`src/rtl/tt_um_dco.sv`:
```
// tt_um_dco -- phase-accumulator digitally controlled oscillator tile.
// The 8-bit code on ui_in is added to an ACC_W-bit phase accumulator each
// enabled clock; the accumulator MSB is the square-wave output, so
// f_out = f_clk * code / 2^ACC_W.
// Optional build macro DCO_SYNC_UPDATE_EN: the code is staged in a pending
// register and only reaches the accumulator at a period boundary (wrap) or
// while stopped (code 0), giving glitch-free retunes.
module tt_um_dco #(
    parameter int ACC_W = 10
) (
    input  logic       clk,
    input  logic       rst_n,
    input  logic       ena,
    input  logic [7:0] ui_in,
    output logic [7:0] uo_out,
    input  logic [7:0] uio_in,
    output logic [7:0] uio_out,
    output logic [7:0] uio_oe
);

    logic [7:0]       code_reg;
    logic [ACC_W-1:0] acc;
    logic [ACC_W:0]   sum;
    logic             wrap_r;
    logic             dco_q;
    logic [3:0]       edge_cnt;
    logic             dco_out;
    logic             unused_uio;

`ifdef DCO_SYNC_UPDATE_EN
    logic [7:0] pend_reg;
    logic       load_code;

    // Retune only when the phase has just wrapped or the oscillator is stopped.
    assign load_code = sum[ACC_W] || (code_reg == 8'd0);
`endif

    // Next phase with the carry kept as the top bit; the carry is the wrap event.
    always_comb begin
        sum = {1'b0, acc} + (ACC_W + 1)'(code_reg);
    end

    // Oscillator state: code sampling, phase accumulation, wrap pulse, edge counter.
    // NOTE: every register here uses <= so all of them see pre-edge values; a
    // blocking = would let dco_q capture the new acc MSB and hide rising edges.
    always_ff @(posedge clk or negedge rst_n) begin
        if (!rst_n) begin
            code_reg <= 8'd0;
            acc      <= '0;
            wrap_r   <= 1'b0;
            dco_q    <= 1'b0;
            edge_cnt <= 4'd0;
`ifdef DCO_SYNC_UPDATE_EN
            pend_reg <= 8'd0;
`endif
        end else if (ena) begin
`ifdef DCO_SYNC_UPDATE_EN
            pend_reg <= ui_in;
            if (load_code) begin
                code_reg <= pend_reg;
            end
`else
            code_reg <= ui_in;
`endif
            acc    <= sum[ACC_W-1:0];
            wrap_r <= sum[ACC_W];
            dco_q  <= dco_out;
            if (dco_out && !dco_q) begin
                edge_cnt <= edge_cnt + 4'd1;
            end
        end else begin
            // Disabled: everything holds except the wrap pulse, which must not stick high.
            wrap_r <= 1'b0;
        end
    end

    assign dco_out    = acc[ACC_W-1];
    assign uo_out     = {edge_cnt, (code_reg == 8'd0), wrap_r, ~dco_out, dco_out};
    assign uio_out    = 8'd0;
    assign uio_oe     = 8'd0;
    assign unused_uio = &{1'b0, uio_in};

endmodule

```
`config.mk`:
```
export PLATFORM = sky130hd
export DESIGN_NAME = tt_um_dco
export DESIGN_NICKNAME = d
export VERILOG_FILES = /design/src/rtl/tt_um_dco.sv
export SDC_FILE = /design/constraint.sdc
export NUM_CORES = 1
export LEC_CHECK = 0
export CORE_ASPECT_RATIO = 1.2
export CORE_MARGIN = 3
export CORE_UTILIZATION = 51
export DETAILED_ROUTE_END_ITERATION = 7
export PLACE_DENSITY = 0.85
export SKIP_CTS_REPAIR_TIMING = 1
export SLEW_MARGIN = 20
export SYNTH_ARGS = -nofsm -noshare
export SYNTH_HDL_FRONTEND = slang
export SYNTH_SLANG_ARGS = --single-unit
```
`constraint.sdc`:
```
create_clock -name clk -period 4 [get_ports clk]
set_input_delay 0.4 -clock clk [delete_from_list [all_inputs] [get_ports clk]]
set_output_delay 0.4 -clock clk [all_outputs]
set_load 0.005 [all_outputs]
```
Word-level counts from Yosys, hierarchy flattened:

Index checks and enable logic that the tools add are counted.

* add/subtract/negate cells: 2
* reductions and logical operators: 4
* bitwise operators: 1
* multiplexer cells: 1

Operator list (number)
* adder 10 x 8 -> 11 bit: 1
* logical NOT 8 bit: 1
* adder 4 x 1 -> 4 bit, second input constant: 1
* AND reduction 2 bit: 1
* logical AND 1 bit: 1
* logical NOT 1 bit: 1
* two-way mux 1 bit: 1
* NOT 1 bit: 1

* output and inout bits: 24
* logic and storage cells: 13
* register bits after elaboration: 24
* input bits: 19

Longest topological paths before layout:

* depth after elaboration: 3
* mapped depth: 7
* depth with buffers taken out: 7

Worst setup path after synthesis:

OpenSTA, ideal clock, no wires.

* path type: reg2reg
* from: reg code_reg[1]
* to: reg acc[7]
* period minus slack after synthesis: 1.671 ns
* buffers on the path: 0
* stages on the path, launching flop included: 6
* required time: 3.868 ns
* library setup time: 0.132 ns
* data arrival time: 1.539 ns
* path slack: 2.329 ns
* cells stage by stage: dfrtp_1 ha_1 a211o_1 a21oi_2 a2111oi_1 or3b_1

* word-level cells in the longest chain between the ends: 1

Ends and longest elaborated chain
* start, declared: RTL line 21 `logic [7:0] code_reg;`
* start signal, assigned: RTL line 63 `code_reg <= ui_in;`
* adder 10 x 8 -> 11 bit: RTL line 40 `sum = {1'b0, acc} + (ACC_W + 1)'(code_reg);`
* end signal, assigned: RTL line 65 `acc <= sum[ACC_W-1:0];`
* end, declared: RTL line 22 `logic [ACC_W-1:0] acc;`

No other way between the ends.
A chain may end at the register's enable or synchronous reset.

Final worst setup path:

* from: reg code_reg[4]
* to: out uo_out[3]

* word-level cells in the longest chain between the ends: 1

Ends and longest elaborated chain
* logical NOT 8 bit: RTL line 78 `assign uo_out = {edge_cnt, (code_reg == 8'd0), wrap_r, ~dco_out, dco_out};`
* end, declared: RTL line 15 `output logic [7:0] uo_out,`

No other way between the ends.

==> reports/metrics.cfg <==
[power_and_ir_drop]
combinationalPowerShare_pct=50.8
powerDensity_nw_per_um2=692
power.internal_uw=733
switching_share_pct=37.3
p_seq_share_pct=34.0
switchingPower_uw=436
p_leak_uw=0.000770
vdd_drop_max_mv=0.405
p_clk_share_pct=15.3

[place]
dp_slack_ps=1670
place_congestion=0.882
io_buffers=18
dp_hpwl_um=2130

[cts]
insertion_delay_ps=320
numCtsBuffers=3
tritoncts=built
clock_path_buffers=2
cts_root_buf=clkbuf_4
cts.clk_slew.worst_paths_ps=140
cts.sinks=24
cts_max_level=1

[synth]
ys_async_sr_fraction_pct=100
ys_top_cells_by_area=dfrtp_1, buf_4, ha_1
synth.avg_cell_area_um2=10.3
synth_top_area_share_pct=39.6
synth_top_cell_by_area=dfrtp_1
syn-cell-area_um2=1520
synth-seq-cells=24
synth_cell_types=43
ys_seq_area_share_pct=39.6
syn_inst=148
yosysWarnings=0
synthFlopType=dfrtp_1
synth_edf_count=0

[finish]
multi_input_area_um2=790
num-fill-cells=229
largest_reg_flops=10
fin_nets=193
layout_commonest_cell=dfrtp_1
regArea_um2=601
final_cell_mix=dfrtp_1, clkdlybuf4s50_1, conb_1
diodes=0
area_delta_synth_final_pct=11.4
drive_above_1_share_pct=11.7

[critical_path]
cpPeakStageDelay_ps=540
cp.required_ps=3600
critPathSlowestCell=or4_1
critPathLaunchType=flip-flop
cp_max_fo=3
critPathCaptureType=output pin
crit_chain=or4_1 -> nor2_1 -> clkdlybuf4s50_1
cp.arrival_ps=1910
criticalPathCategory=flip-flop to output pin

[timing]
max_freq_ghz=0.433
tightest_slew_ps=735
hold_viol_final=0
worst_slack_ps=1690
finalClockSkew_ps=1.69
tns_ps=0
relSlewSlack_pct=50.9
rsz0062_at_grt=no
drv_slew=0
finalCriticalPeriod_ps=2310
finalSetupViolations=0
min_period_over_period_pct=57.7

[global_route]
track_usage_pct=16.3
grt-ovfl-total=0
antenna_found_initial=0
grt_max_degree=25
grt_pass1_wl_um=4670
grt_pass1_vias=1087

[floorplanning]
coreArea_um2=2810
die_w_um=55.8
start_util_pct=54.0
core.rowCount=21
die_h_um=65.8
io_pins=43
die_area_um2=3670

[routing]
wl_um=2730
viasPerCell=5.45
drt-initial-drc-count=11
avgRoutedWirePerCell_um=13.9
via_count=1074
drc_errors=0
dr.pass1.iters=4
route.antenna.remaining_nets=0

[worst_hold_path]
hold_class=primary input to async pin

[run]
drv_cap=0

[outcome]
run_status=completed

==> stage by stage <==
stage	cells	hold WS [ps]	area [um2]	power [uW]	util, %
2_1_floorplan	163	104	1570	844	-
3_3_place_gp	193	459	1640	960	58.4
3_5_place_dp	193	479	1640	999	58.4
4_1_cts	197	501	1700	1180	60.3
5_1_grt	197	66.2	1690	1270	60.1
6_report	197	39.9	1690	1170	60.1
==> power groups by stage <==
stage               clock [uW]  sequential, uW  combinational, uW
finish                     179             397                594
global route               191             410                671
CTS                        182             397                598
detailed placement           0             403                595
global placement             0             397                562
floorplan                    0             388                456
==> routing by layer <==
layer,track usage [%],share of wire (%),vias up
li1,-,-,528
met1,17.8,41,511
met2,29.4,53,25
met3,2.55,3.3,10
met4,10.0,2.6,0
met5,0,0,-
==> critical path: cells and delay by family, from the launching register on <==
kind | cells | cell delay, ps
buffers and inverters | 1 | 500
DFF | 1 | 430
and+or+nand+nor | 2 | 660
==> logic make-up (layout without fill, tap and decap cells) <==
group           after synthesis  count (layout)  synth area share [%]
xor+xnor                      5               5                  2.89
fa+ha+maj                    10              10                  8.74
buf+inv                      30              30                  12.1
compound gates               34              34                  17.3
other cells                   1              16                 0.247
mux                          11              11                  8.08
simple gates                 33              33                  11.0
flops                        24              24                  39.6
==> final timing paths <==
path | startpoint | endpoint | slack [ps] | cells after the start
worst min register to register | edge_cnt[3] | edge_cnt[3] | 490 | 1
min in group clk | edge_cnt[3] | edge_cnt[3] | 490 | 1
worst min-delay path | rst_n | acc[3] | 40 | 1
worst max-delay path | code_reg[4] | uo_out[3] | 1690 | 3
max in group asynchronous | rst_n | code_reg[6] | 3610 | 1
worst max register to register | code_reg[0] | wrap_r | 2150 | 7
==> Yosys cell counts, types with 2 or more instances <==
cell type	n
a21o_1	2
a21oi_1	6
buf_2	3
buf_4	18
dfrtp_1	24
ha_1	9
inv_1	8
mux2_2	10
nand2_1	11
nand3_1	4
nand4_1	3
nor2_1	4
nor2b_1	2
nor3_1	3
o211a_1	2
o211ai_1	2
o21a_1	4
o21ai_0	2
o31ai_1	3
or4_1	2
xnor2_1	4
==> area by class of cell <==
cell class	instances	area share [%]
multi-input combinational	109	46.7
clock buffer	3	1.33
timing repair buffer	18	10.4
sequential	24	35.5
clock inverter	1	1.78
tap	34	2.52
inverter	8	1.78
Power figures use the tool's default switching activity.
